$ cat src/rtl/datapath_if.sv
// Purpose: control strobes, operands and results between the sequencing controller and the datapath.
// Latency: none; wires only.
// Backpressure: none; the controller sequences every transfer with per-cycle strobes.
interface datapath_if;
    logic [2:0]  readnum;
    logic [2:0]  writenum;
    logic        write;
    logic [1:0]  vsel;
    logic        loada;
    logic        loadb;
    logic        loadc;
    logic        loads;
    logic        asel;
    logic        bsel;
    logic [1:0]  shift;
    logic [1:0]  ALUop;
    logic [15:0] sximm8;
    logic [15:0] sximm5;
    logic [15:0] mdata;
    logic [7:0]  PC;
    logic [15:0] datapath_out;
    logic [2:0]  status;

    // Controller side: drives strobes and operands, observes C and the flags.
    modport master (
        output readnum, writenum, write, vsel, loada, loadb, loadc, loads,
               asel, bsel, shift, ALUop, sximm8, sximm5, mdata, PC,
        input  datapath_out, status
    );

    // Datapath side.
    modport slave (
        input  readnum, writenum, write, vsel, loada, loadb, loadc, loads,
               asel, bsel, shift, ALUop, sximm8, sximm5, mdata, PC,
        output datapath_out, status
    );
endinterface

$ cat src/rtl/datapath.sv
// Purpose: 16-bit CPU datapath: 8x16 register file, A/B/C registers, shifter, ALU, {Z,N,V} status.
// Latency: one edge from any strobe to its visible effect; outputs come straight from C and status.
// Backpressure: none; every register loads only when its strobe is high and holds otherwise.
module datapath (
    input  logic       clk,
    input  logic       reset,
    datapath_if.slave  dp
);
    logic [15:0] regs [8];
    logic [15:0] a_q;
    logic [15:0] b_q;
    logic [15:0] c_q;
    logic [2:0]  status_q;

    logic [15:0] read_data;
    logic [15:0] data_in;
    logic [15:0] b_shift;
    logic [15:0] ain;
    logic [15:0] bin;
    logic [15:0] alu_res;
    logic        v_flag;
    logic [2:0]  flags;

    // Combinational read port; a same-cycle write is not visible until after the edge.
    assign read_data = regs[dp.readnum];

    // Write-back source select; C here is the pre-edge value even if loadc is also set.
    always_comb begin
        data_in = c_q;
        case (dp.vsel)
            2'b00:   data_in = c_q;
            2'b01:   data_in = {8'h00, dp.PC};
            2'b10:   data_in = dp.sximm8;
            default: data_in = dp.mdata;
        endcase
    end

    // Single-position shifter on B.
    always_comb begin
        b_shift = b_q;
        case (dp.shift)
            2'b00:   b_shift = b_q;
            2'b01:   b_shift = {b_q[14:0], 1'b0};
            2'b10:   b_shift = {1'b0, b_q[15:1]};
            default: b_shift = {b_q[15], b_q[15:1]};
        endcase
    end

    assign ain = dp.asel ? 16'h0000 : a_q;
    assign bin = dp.bsel ? dp.sximm5 : b_shift;

    // ALU result and signed overflow; overflow only meaningful for ADD/SUB.
    always_comb begin
        alu_res = 16'h0000;
        v_flag  = 1'b0;
        case (dp.ALUop)
            2'b00: begin
                alu_res = ain + bin;
                v_flag  = (ain[15] == bin[15]) && (alu_res[15] != ain[15]);
            end
            2'b01: begin
                alu_res = ain - bin;
                v_flag  = (ain[15] != bin[15]) && (alu_res[15] != ain[15]);
            end
            2'b10:   alu_res = ain & bin;
            default: alu_res = ~bin;
        endcase
    end

    assign flags = {(alu_res == 16'h0000), alu_res[15], v_flag};

    // All architectural state: reset wins over every strobe, otherwise strobe-gated loads.
    always_ff @(posedge clk) begin
        if (reset) begin
            for (int i = 0; i < 8; i++) begin
                regs[i] <= 16'h0000;
            end
            a_q      <= 16'h0000;
            b_q      <= 16'h0000;
            c_q      <= 16'h0000;
            status_q <= 3'b000;
        end else begin
            if (dp.write) regs[dp.writenum] <= data_in;
            if (dp.loada) a_q      <= read_data;
            if (dp.loadb) b_q      <= read_data;
            if (dp.loadc) c_q      <= alu_res;
            if (dp.loads) status_q <= flags;
        end
    end

    assign dp.datapath_out = c_q;
    assign dp.status       = status_q;
endmodule
$ cat src/flat_wrapper.sv
// flat-port wrapper written by rule: the top's interface ports become plain ports
module datapath_flat 
  (clk, reset, dp_readnum, dp_writenum, dp_write, dp_vsel, dp_loada, dp_loadb, dp_loadc, dp_loads, dp_asel, dp_bsel, dp_shift, dp_ALUop, dp_sximm8, dp_sximm5, dp_mdata, dp_PC, dp_datapath_out, dp_status);
  datapath_if dp_i ();
  input  logic clk;
  input  logic reset;
  input wire logic [$bits(dp_i.readnum)-1:0] dp_readnum;
  input wire logic [$bits(dp_i.writenum)-1:0] dp_writenum;
  input wire logic [$bits(dp_i.write)-1:0] dp_write;
  input wire logic [$bits(dp_i.vsel)-1:0] dp_vsel;
  input wire logic [$bits(dp_i.loada)-1:0] dp_loada;
  input wire logic [$bits(dp_i.loadb)-1:0] dp_loadb;
  input wire logic [$bits(dp_i.loadc)-1:0] dp_loadc;
  input wire logic [$bits(dp_i.loads)-1:0] dp_loads;
  input wire logic [$bits(dp_i.asel)-1:0] dp_asel;
  input wire logic [$bits(dp_i.bsel)-1:0] dp_bsel;
  input wire logic [$bits(dp_i.shift)-1:0] dp_shift;
  input wire logic [$bits(dp_i.ALUop)-1:0] dp_ALUop;
  input wire logic [$bits(dp_i.sximm8)-1:0] dp_sximm8;
  input wire logic [$bits(dp_i.sximm5)-1:0] dp_sximm5;
  input wire logic [$bits(dp_i.mdata)-1:0] dp_mdata;
  input wire logic [$bits(dp_i.PC)-1:0] dp_PC;
  output wire logic [$bits(dp_i.datapath_out)-1:0] dp_datapath_out;
  output wire logic [$bits(dp_i.status)-1:0] dp_status;
  assign dp_i.readnum = dp_readnum;
  assign dp_i.writenum = dp_writenum;
  assign dp_i.write = dp_write;
  assign dp_i.vsel = dp_vsel;
  assign dp_i.loada = dp_loada;
  assign dp_i.loadb = dp_loadb;
  assign dp_i.loadc = dp_loadc;
  assign dp_i.loads = dp_loads;
  assign dp_i.asel = dp_asel;
  assign dp_i.bsel = dp_bsel;
  assign dp_i.shift = dp_shift;
  assign dp_i.ALUop = dp_ALUop;
  assign dp_i.sximm8 = dp_sximm8;
  assign dp_i.sximm5 = dp_sximm5;
  assign dp_i.mdata = dp_mdata;
  assign dp_i.PC = dp_PC;
  assign dp_datapath_out = dp_i.datapath_out;
  assign dp_status = dp_i.status;
  datapath u_core (.clk(clk), .reset(reset), .dp(dp_i));
endmodule
$ cat config.mk
export PLATFORM = sky130hd
export DESIGN_NAME = datapath_flat
export DESIGN_NICKNAME = d
export VERILOG_FILES = /design/src/rtl/datapath_if.sv /design/src/rtl/datapath.sv /design/src/flat_wrapper.sv
export SDC_FILE = /design/constraint.sdc
export NUM_CORES = 1
export LEC_CHECK = 0
export BUFFER_PORTS_ARGS = -buffer_cell sky130_fd_sc_hd__buf_2
export CORE_MARGIN = 5
export CORE_UTILIZATION = 43
export CTS_CLUSTER_SIZE = 24
export DETAILED_ROUTE_END_ITERATION = 6
export PLACE_DENSITY_LB_ADDON = 0.05
export SLEW_MARGIN = 15
export SYNTH_ARGS = -nofsm -noshare
export SYNTH_HDL_FRONTEND = slang
export SYNTH_SLANG_ARGS = --single-unit
$ cat constraint.sdc
create_clock -name clk -period 4.25 [get_ports clk]
set_input_delay 0.2125 -clock clk [delete_from_list [all_inputs] [get_ports clk]]
set_output_delay 0.2125 -clock clk [all_outputs]
set_load 0.02 [all_outputs]
==> results.txt, run 1 <==
----------------------------------------------------
[Status]
  Run status ... completed

[Yosys]
  Post-synth net total ... 1,105
  Post-synthesis cell type count ... between 70 and 80
  Cell types with the largest area share after synthesis ... sky130_fd_sc_hd__edfxtp_1, sky130_fd_sc_hd__dfxtp_1, sky130_fd_sc_hd__nor2_1
  Synthesized area divided by synthesized cell count ... about 10 µm²
  Count of warnings emitted by yosys ... 0
  Most used standard cell by instance count after synthesis ... sky130_fd_sc_hd__nor2_1
  Seq cells post-synth ... 179
  Number of enable-type register cells in the synthesized netlist ... about 130
  Gate Count Post-Synth ... roughly 1,000
  Main flop type after synthesis ... sky130_fd_sc_hd__edfxtp_1
  Combined area of all synthesized cells ... between 0.01 and 0.015 mm²
  Top cells by instance count after synthesis ... sky130_fd_sc_hd__nor2_1, sky130_fd_sc_hd__edfxtp_1, sky130_fd_sc_hd__nand2_1, sky130_fd_sc_hd__clkbuf_1, sky130_fd_sc_hd__mux2i_1
  Proportion of netlist area held by the largest area contributor ... 0.3729
  Proportion of synthesized chip area in sequential cells ... 0.4720
  Post-synthesis async set-or-reset flop share ... 0
  Dominant cell type by area after synthesis ... sky130_fd_sc_hd__edfxtp_1

[Power and ir drop]
  Standby leakage power ... between 0.004 and 0.005 µW
  Max rail drop VDD ... roughly 0.00025 V
  Clock network fraction of total power ... 0.358
  Areal power density over the cells ... 377.1 mW/mm²
  Relative contribution of combinational cells to total power ... 0.193
  Part of the power in registers ... 0.450
  Switching pwr ... around 1400 µW
  Sw Share ... 0.3053
  Internal Dissipation ... approximately 3100 µW

[Timing]
  Period Utilization, post-route ... 0.9414
  Final Slew Violations ... 0
  Setup Skew ... around 0.019 ns
  Top achievable clock speed ... 0.2499 GHz
  Final setup vio count ... 0
  RSZ-0062 raised after global routing ... false
  Hold Vio Cnt, Final ... 0
  Relative slew slack ... 0.2073
  Transition at the pin with the smallest max-transition slack ... 1.179 ns
  Clock period minus final worst setup slack ... between 4 and 5 ns
  Post-Route Setup TNS ... 0 ns

[Detailed routing]
  Final routed wire length divided by cell count ... about 22 µm
  Detailed-route vias per instance ... 5.565
  Number of DRC violations after detailed routing ... 0
  TritonRoute pass-1 iters ... 7
  Total via count in the routed design ... 7,852
  Routed WL ... between 30,000 and 40,000 µm
  Starting DRT DRC Count ... roughly 780
  Count of nets left with antenna violations after detail routing ... 0

[Global route]
  Total routing usage reported by global routing ... 0.2281
  Number of global-route vias before repair ... roughly 7,700
  Total gr overflow ... 0
  Number of antenna violations at the first check in global routing ... 0
  Wire length of the first global-routing pass ... around 46,000 µm
  Maximum number of pins on one net before global-route repair ... 47

[Finish]
  Area occupied by multi-input gates ... slightly above 0.005 mm²
  Total Nets Final ... approximately 1,200
  Filler Cells Inserted ... roughly 2,300
  Count of non-filler cells in the finished layout ... roughly 1,400
  Area delta synth->final ... 14.85%
  Combined flip-flop and latch cell area ... approximately 0.0049 mm²
  Ant. Diodes ... 0
  Fraction of layout instances using a drive strength above 1 ... 0.2179
  Final cell utilization of the core ... 0.5028

[CTS]
  Clock transition at the registers of the reported paths ... around 0.080 ns
  CTS Root Cell ... sky130_fd_sc_hd__clkbuf_16
  Clock tree from TritonCTS ... yes
  Number of clock buffers inserted by TritonCTS ... 17
  H-tree depth ... 4
  Total number of clock tree sinks ... between 150 and 200
  Maximum clock insertion buffer count ... 2
  Clock latency reported for the late side of the worst-skew pair ... 0.44 ns

[Place]
  Count of port buffers added during placement ... 95
  Number of instances in the placed design ... about 1,400
  Routability congestion estimate from global placement ... approximately 0.9
  Detail Placement HPWL ... around 22,000 µm

[Worst setup path]
  Nature of the critical path startpoint ... flip-flop
  Critical path endpoint category ... flip-flop
  Data required time at the worst endpoint ... roughly 4.6 ns
  CP arrival ... approximately 4.4 ns
  Kind of critical path ... flip-flop to flip-flop
  Largest fanout on the critical path ... 3

[Flow run]
  MaxCap Viol Count ... 0

[Min path]
  Path class of the lowest-slack min-delay path ... input pin to flip-flop

[Die]
  Area of the placeable core ... ~0.024 mm²
  Row Count ... 56
  Width of the die ... roughly 160 µm
  Die area ... 0.02717 mm²
  Initial Util ... 0.4378
  # IOs ... between 90 and 100
  Die Height ... 164.8 µm

----------------------------------------------------
-- layout make-up --
class / instances / share of cell area
sequential: 179 / 0.4110
clock inverter: 15 / 0.01691
tap: 319 / 0.03372
clock buffer: 17 / 0.03594
timing repair buffer: 133 / 0.06448
inverter: 33 / 0.01046
multi-input combinational: 715 / 0.4275
-- power groups by stage --
stage | Combinational, µW | Clock [µW] | Sequential, µW
after floorplan | 548 | 0 | 2050
after global placement | 862 | 0 | 2050
after detailed placement | 861 | 0 | 2050
after CTS | 865 | 1620 | 2010
after global routing | 941 | 1700 | 2020
final | 859 | 1600 | 2010
-- metal layers --
| layer | part of all wire | routed length, µm | track usage |
|---|---|---|---|
| met3 | 0.043 | 1322 | 0.03020 |
| met1 | 0.44 | 13570 | 0.3049 |
| met2 | 0.47 | 14540 | 0.3744 |
| met4 | 0.040 | 1226 | 0.09641 |
| met5 | 0 | 0 | 0 |
-- worst max-delay path, stage by stage (launching register included) --
cell	delay, ns
sky130_fd_sc_hd__dfxtp_1	0.35
sky130_fd_sc_hd__or3b_2	0.44
sky130_fd_sc_hd__a31oi_1	0.23
sky130_fd_sc_hd__ha_1	0.21
sky130_fd_sc_hd__inv_1	0.06
sky130_fd_sc_hd__fa_1	0.45
sky130_fd_sc_hd__nor3b_1	0.17
sky130_fd_sc_hd__o311a_1	0.41
sky130_fd_sc_hd__a211o_1	0.30
sky130_fd_sc_hd__a211oi_1	0.27
sky130_fd_sc_hd__xor2_1	0.13
sky130_fd_sc_hd__a211o_1	0.28
sky130_fd_sc_hd__a2111oi_1	0.39
sky130_fd_sc_hd__nand4_1	0.14
sky130_fd_sc_hd__nand2_1	0.09
-- kinds of logic (layout without fill, tap and decap cells) --
logic type,count (synthesis),in the layout,synth area share
AO/OA/AOI/OAI,188,188,0.1298
buffers and inverters,99,198,0.03715
XOR/XNOR,10,10,0.008498
adder cells (fa/ha/maj),35,35,0.04394
multiplexers,107,107,0.1455
AND/OR/NAND/NOR,375,375,0.1631
flip-flops,179,179,0.4720
-- path summary, 6_finish.rpt --
check                                                       from                                     end  slack (ns)  cells past startpoint
worst max-delay path                  u_core.b_q[0]$_SDFFE_PP0P_        u_core.dp.status[2]$_SDFFE_PP0P_        0.25                     14
worst min-delay path                                       reset  u_core.dp.datapath_out[5]$_SDFFE_PP0P_        0.08                      2
worst max register to register        u_core.b_q[0]$_SDFFE_PP0P_        u_core.dp.status[2]$_SDFFE_PP0P_        0.25                     14
worst min register to register  u_core.dp.status[2]$_SDFFE_PP0P_        u_core.dp.status[2]$_SDFFE_PP0P_        0.47                      2
-- sequential cells by signal, indices dropped and copies added, names as in the netlist --
register,flops
u_core.dp.status,3
u_core.dp.datapath_out,16
u_core.a_q,16
u_core.regs,128
u_core.b_q,16
-- timing repair --
action / CTS / global route
setup endpoints to repair: 0 / 1
hold endpoints to repair: 1 / 0
buffers inserted: 0 / 0
hold buffers: 1 / 0
resized for setup: 0 / 2
-- metrics by stage --
| step | power, µW | worst slack (ns) | cell area, µm² | hold WS, ns |
|---|---|---|---|---|
| final | 4464 | 0.2489 | 11840 | 0.08476 |
| after global routing | 4663 | 0.01092 | 11840 | 0.08125 |
| after CTS | 4491 | 0.2212 | 11840 | 0.07573 |
| after global placement | 2908 | 0.2240 | 11200 | 0.4428 |
| after detailed placement | 2908 | 0.1648 | 11200 | 0.4587 |
| after floorplan | 2595 | 0.4131 | 10310 | 0.3081 |
-- cells in the final DEF (no fill, tap or decap), types with 31 or more instances in the layout --
cell type                    n
sky130_fd_sc_hd__nor2_1    203
sky130_fd_sc_hd__edfxtp_1  128
sky130_fd_sc_hd__buf_2      95
sky130_fd_sc_hd__nand2_1    69
sky130_fd_sc_hd__mux2i_1    52
sky130_fd_sc_hd__dfxtp_1    51
sky130_fd_sc_hd__a211oi_1   44
sky130_fd_sc_hd__buf_4      37
sky130_fd_sc_hd__ha_1       33
sky130_fd_sc_hd__mux4_2     32
sky130_fd_sc_hd__inv_1      31
(Power assumes the default switching activity.)
==> run 2: changes to the inputs <==
- CTS_BUF_LIST: unset -> sky130_fd_sc_hd__clkbuf_4 sky130_fd_sc_hd__clkbuf_8
==> results.txt, run 2 (synthesized netlist as in run 1, its figures left out) <==
----------------------------------------------------
[CTS]
  Clock transition at the registers of the reported paths ... about 0.12 ns
  CTS Root Cell ... sky130_fd_sc_hd__clkbuf_8
  Total number of clock tree sinks ... approximately 180
  Clock tree from TritonCTS ... yes
  Clock latency reported for the late side of the worst-skew pair ... 0.47 ns
  Maximum clock insertion buffer count ... 2
  Number of clock buffers inserted by TritonCTS ... 17
  H-tree depth ... 4

[Detailed routing]
  TritonRoute pass-1 iters ... 5
  Final routed wire length divided by cell count ... about 22 µm
  Total via count in the routed design ... 7,860
  Number of DRC violations after detailed routing ... 0
  Starting DRT DRC Count ... approximately 810
  Detailed-route vias per instance ... around 5.6
  Routed WL ... ~31,000 µm
  Count of nets left with antenna violations after detail routing ... 0

[Worst setup path]
  Number of logic stages on the critical path including buffering ... 14
  Data required time at the worst endpoint ... 4.66 ns
  RR Startpoint ... u_core.b_q[0]$_SDFFE_PP0P_
  Critical path endpoint category ... flip-flop
  Nature of the critical path startpoint ... flip-flop
  Worst-path cell with the longest stage delay ... sky130_fd_sc_hd__fa_1
  Number of cell instances on the worst register-to-register path ... 14
  Largest fanout on the critical path ... 3
  Chain of cells forming the critical path ... or3b_2 -> a31oi_1 -> ha_1 -> inv_1 -> fa_1 -> nor3b_1 -> o311a_1 -> a211o_1 -> a211oi_1 -> xor2_1 -> a211o_1 -> a2111oi_1 -> nand4_1 -> nand2_1
  Number of buffers and inverters on the critical path ... 1
  Maximum cell stage delay along the critical path ... ~0.45 ns
  Internal reg-to-reg setup slack ... between 0.2 and 0.25 ns
  Cell repeated most along the worst path ... sky130_fd_sc_hd__a211o_1
  Crit Reg-Reg Endpoint ... u_core.dp.status[2]$_SDFFE_PP0P_
  CP arrival ... between 4 and 5 ns
  Kind of critical path ... flip-flop to flip-flop
  Delay-heaviest family, CP ... compound AO/OA/AOI/OAI gates

[Finish]
  Fraction of layout instances using a drive strength above 1 ... 0.2179
  Ant. Diodes ... 0
  Filler Cells Inserted ... 2,284
  Register with the highest flop count ... u_core.regs
  Most common cell after layout, fill and taps aside ... sky130_fd_sc_hd__nor2_1
  Total Nets Final ... approximately 1,200
  Count of non-filler cells in the finished layout ... 1,411
  Commonest non-fill, non-tap cells in the layout ... sky130_fd_sc_hd__nor2_1, sky130_fd_sc_hd__edfxtp_1, sky130_fd_sc_hd__buf_2, sky130_fd_sc_hd__nand2_1, sky130_fd_sc_hd__mux2i_1
  Area delta synth->final ... 12.99%
  Max reg flops ... approximately 130

[Timing]
  Clock period minus final worst setup slack ... 4.016 ns
  Period Utilization, post-route ... 0.9450
  Post-Route Setup TNS ... 0 ns
  Final setup vio count ... 0
  Relative slew slack ... 0.2047
  Hold Vio Cnt, Final ... 0
  Transition at the pin with the smallest max-transition slack ... around 1.2 ns
  RSZ-0062 raised after global routing ... false
  Top achievable clock speed ... 0.2490 GHz
  Final Slew Violations ... 0
  Setup Skew ... 0.02676 ns
  WHS ... about 0.04 ns

[Global route]
  Total routing usage reported by global routing ... 0.2275
  Number of global-route vias before repair ... 7,666
  Number of antenna violations at the first check in global routing ... 0
  Highest-utilization routing layer at the global route stage ... met2
  Wire length of the first global-routing pass ... between 40,000 and 50,000 µm
  Maximum number of pins on one net before global-route repair ... 47
  Met2 track demand over resource ... 0.3746
  Met3 track demand over resource in global routing ... 0.03644
  GRT met1 Usage ... 0.3005
  Total gr overflow ... 0

[Die]
  Width of the die ... about 160 µm
  Initial Util ... 0.4378
  # IOs ... 96
  Row Count ... 56
  Die area ... ~0.027 mm²
  Area of the placeable core ... approximately 0.024 mm²
  Die Height ... approximately 160 µm

[Power and ir drop]
  Areal power density over the cells ... around 350 mW/mm²
  Max rail drop VDD ... 0.0001792 V
  PnR Total Power ... roughly 4100 µW
  Standby leakage power ... 0.004662 µW

[Place]
  Detail Placement HPWL ... around 22,000 µm
  Routability congestion estimate from global placement ... around 0.91
  Count of port buffers added during placement ... 95
  Number of instances in the placed design ... about 1,400

[Min path]
  Hold path cells ... 2
  Hold Path End ... u_core.dp.datapath_out[5]$_SDFFE_PP0P_
  Worst min-delay path startpoint ... reset
  Path class of the lowest-slack min-delay path ... input pin to flip-flop

[Flow run]
  MaxCap Viol Count ... 0

[Status]
  Run status ... completed

----------------------------------------------------
run 2: cell counts in the layout (fill, tap and decap cells not counted):
No cell type changed its count.
run 2: cell type report:
| type | instances | area, µm² | area share |
|---|---|---|---|
| tap | 319 | 399.1 | 0.03427 |
| clock inverter | 15 | 200.2 | 0.01719 |
| timing repair buffer | 133 | 763.2 | 0.06553 |
| clock buffer | 17 | 234.0 | 0.02009 |
| multi-input combinational | 715 | 5061 | 0.4346 |
| inverter | 33 | 123.9 | 0.01064 |
| sequential | 179 | 4865 | 0.4177 |
run 2: stage by stage:
step	worst slack (ns)	utilization	area, µm²
after floorplan	0.4131	-	10310
after global placement	0.2240	0.4758	11200
after detailed placement	0.1648	0.4758	11200
after CTS	0.2100	0.4946	11640
after global routing	0.004823	0.4947	11650
final	0.2338	0.4947	11650
run 2: power by group:
part / switching [µW] / total, µW / internal (µW)
Sequential: 45.8 / 2010 / 1960
Combinational: 528 / 860 / 332
Clock: 741 / 1200 / 462
Total: 1310 / 4070 / 2750
run 2: timing repair:
action / CTS / global route
setup endpoints to repair: 0 / 1
endpoints found under the hold margin: 1 / 0
resized for setup: 0 / 2
hold buffers: 1 / 0
buffers inserted: 0 / 0
run 2: per-layer routing:
layer / share of wire / vias to the layer above
li1: - / 3812
met1: 0.44 / 3781
met2: 0.48 / 226
met3: 0.049 / 41
met4: 0.037 / 0
met5: 0 / -
run 2: worst max path at each step:
stage / startpoint / end / slack (ns)
after CTS: u_core.b_q[0]$_SDFFE_PP0P_ / u_core.dp.status[2]$_SDFFE_PP0P_ / 0.21
final: u_core.b_q[0]$_SDFFE_PP0P_ / u_core.dp.status[2]$_SDFFE_PP0P_ / 0.23
after global routing: u_core.b_q[0]$_SDFFE_PP0P_ / u_core.dp.status[2]$_SDFFE_PP0P_ / 0.005
after floorplan: dp_shift[0] / u_core.dp.status[1]$_SDFFE_PP0P_ / 0.41
after detailed placement: dp_shift[0] / u_core.dp.status[1]$_SDFFE_PP0P_ / 0.16
after global placement: dp_shift[0] / u_core.dp.datapath_out[15]$_SDFFE_PP0P_ / 0.22
run 2: worst register-to-register path: stages (launching register included):
cell	delay [ns]
sky130_fd_sc_hd__dfxtp_1	0.37
sky130_fd_sc_hd__or3b_2	0.44
sky130_fd_sc_hd__a31oi_1	0.23
sky130_fd_sc_hd__ha_1	0.21
sky130_fd_sc_hd__inv_1	0.06
sky130_fd_sc_hd__fa_1	0.45
sky130_fd_sc_hd__nor3b_1	0.17
sky130_fd_sc_hd__o311a_1	0.42
sky130_fd_sc_hd__a211o_1	0.30
sky130_fd_sc_hd__a211oi_1	0.27
sky130_fd_sc_hd__xor2_1	0.13
sky130_fd_sc_hd__a211o_1	0.28
sky130_fd_sc_hd__a2111oi_1	0.39
sky130_fd_sc_hd__nand4_1	0.14
sky130_fd_sc_hd__nand2_1	0.08
==> run 3: changes to the inputs <==
- CORE_UTILIZATION: 43 -> 37
- SETUP_SLACK_MARGIN: unset -> 0.4
==> results.txt, run 3 (synthesized netlist as in run 1, its figures left out) <==
----------------------------------------------------
[Status]
  Run status ... completed

[Detailed routing]
  Number of DRC violations after detailed routing ... 0
  Routed WL ... 32,880 µm
  TritonRoute pass-1 iters ... 5
  Starting DRT DRC Count ... 507
  Count of nets left with antenna violations after detail routing ... 0
  Total via count in the routed design ... ~8,000
  Final routed wire length divided by cell count ... 22.51 µm
  Detailed-route vias per instance ... 5.413

[Min path]
  Path class of the lowest-slack min-delay path ... input pin to flip-flop

[Timing]
  Setup Skew ... between 0.02 and 0.03 ns
  Top achievable clock speed ... 0.2689 GHz
  Post-Route Setup TNS ... 0 ns
  Final setup vio count ... 0
  Hold Vio Cnt, Final ... 0
  RSZ-0062 raised after global routing ... false
  Final Slew Violations ... 0
  Clock period minus final worst setup slack ... between 3 and 4 ns
  Period Utilization, post-route ... 0.8750
  Relative slew slack ... 0.2718
  Transition at the pin with the smallest max-transition slack ... 1.092 ns

[Finish]
  Fraction of layout instances using a drive strength above 1 ... 0.2253
  Area delta synth->final ... 14.42%
  Ant. Diodes ... 0
  Most common cell after layout, fill and taps aside ... sky130_fd_sc_hd__nor2_1
  Total Nets Final ... 1,182
  Register with the highest flop count ... u_core.regs
  Max reg flops ... roughly 130
  Filler Cells Inserted ... between 2,000 and 3,000
  Commonest non-fill, non-tap cells in the layout ... sky130_fd_sc_hd__nor2_1, sky130_fd_sc_hd__edfxtp_1, sky130_fd_sc_hd__buf_2, sky130_fd_sc_hd__nand2_1, sky130_fd_sc_hd__mux2i_1

[Die]
  Area of the placeable core ... ~0.028 mm²
  Row Count ... just over 60
  Width of the die ... between 150 and 200 µm
  Die Height ... between 150 and 200 µm
  Die area ... 0.03130 mm²
  Initial Util ... 0.3731
  # IOs ... 96

[Worst setup path]
  Chain of cells forming the critical path ... or3b_2 -> o221ai_2 -> inv_1 -> ha_4 -> nor2_1 -> a221o_1 -> or4_4 -> a31o_2 -> a2111oi_4 -> nor4_1 -> o31a_1 -> a211oi_1
  Critical path endpoint category ... flip-flop
  Data required time at the worst endpoint ... about 4.6 ns
  Largest fanout on the critical path ... 4
  Maximum cell stage delay along the critical path ... approximately 0.54 ns
  Kind of critical path ... flip-flop to flip-flop
  Nature of the critical path startpoint ... flip-flop
  Worst-path cell with the longest stage delay ... sky130_fd_sc_hd__or4_4
  CP arrival ... 4.11 ns

[CTS]
  H-tree depth ... 4
  Clock tree from TritonCTS ... yes
  Maximum clock insertion buffer count ... 2
  Clock transition at the registers of the reported paths ... between 0.1 and 0.15 ns
  Total number of clock tree sinks ... 179
  Clock latency reported for the late side of the worst-skew pair ... ~0.49 ns
  Number of clock buffers inserted by TritonCTS ... 17
  CTS Root Cell ... sky130_fd_sc_hd__clkbuf_8

[Power and ir drop]
  Areal power density over the cells ... between 300 and 400 mW/mm²
  PnR Total Power ... around 4200 µW
  Standby leakage power ... approximately 0.0047 µW
  Max rail drop VDD ... about 0.00017 V

[Global route]
  Maximum number of pins on one net before global-route repair ... 52
  Total routing usage reported by global routing ... 0.2098
  Total gr overflow ... 0
  Number of global-route vias before repair ... approximately 7,900
  Wire length of the first global-routing pass ... between 40,000 and 50,000 µm
  Number of antenna violations at the first check in global routing ... 1

[Place]
  Count of port buffers added during placement ... between 90 and 100
  Detail Placement HPWL ... about 23,000 µm
  Routability congestion estimate from global placement ... between 0.8 and 0.9

[Flow run]
  MaxCap Viol Count ... 0

----------------------------------------------------
[run 3: layout make-up]
cell class | count | area, µm² | share of cell area
multi-input cells | 715 | 5172 | 0.4386
repair buffers | 124 | 695.7 | 0.05899
inverters | 33 | 123.9 | 0.01050
clock buffers | 17 | 234.0 | 0.01984
flip-flops and latches | 179 | 4867 | 0.4127
clock inverters | 15 | 227.7 | 0.01931
well taps | 378 | 473.0 | 0.04010
[run 3: critical path, delay by kind of cell (launching register included)]
| family | cells | cell delay (ns) |
|---|---|---|
| AO/OA/AOI/OAI | 6 | 1.67 |
| AND/OR/NAND/NOR | 4 | 1.17 |
| flip-flops | 1 | 0.36 |
| adder cells (fa/ha/maj) | 1 | 0.30 |
| buffers and inverters | 1 | 0.14 |
[run 3: worst paths after layout]
path,start,endpoint,slack [ns],depth (start not counted)
worst max-delay path,u_core.b_q[4]$_SDFFE_PP0P_,u_core.dp.status[1]$_SDFFE_PP0P_,0.53,12
worst min-delay path,dp_loadc,u_core.dp.datapath_out[13]$_SDFFE_PP0P_,0.19,3
worst max register to register,u_core.b_q[4]$_SDFFE_PP0P_,u_core.dp.status[1]$_SDFFE_PP0P_,0.53,12
worst min register to register,u_core.dp.status[2]$_SDFFE_PP0P_,u_core.dp.status[2]$_SDFFE_PP0P_,0.47,2
[run 3: per-layer routing]
metal,GRT usage,vias up,wire length [µm]
met5,0,-,0
met4,0.04900,0,448
met3,0.02927,21,1245
met2,0.3723,195,17080
met1,0.2723,3897,14100
li1,-,3795,-
[run 3: what timing repair did]
item	in CTS	in global routing
resized for setup	6	18
hold buffers	1	0
setup buffers	2	1
setup endpoints to repair	3	6
hold endpoints to repair	1	0
pin swaps	2	8
[run 3: where the power goes]
part           total (µW)  internal, µW  switching (µW)  leakage (µW)
sequential           2020          1960            56.6       0.00174
clock                1360           507             851      0.000230
combinational         864           330             534       0.00269
[run 3: through the flow]
stage	setup WS (ns)	hold slack (ns)	utilization	area, µm²	std cells
finish	0.5314	0.1931	0.4269	11790	1461
global route	0.3770	0.2004	0.4269	11790	1461
CTS	0.3994	0.1712	0.4235	11700	1460
detailed placement	0.1582	0.4501	0.4048	11180	1425
global placement	0.1519	0.4458	0.4048	11180	1425
floorplan	0.4131	0.3081	-	10310	993
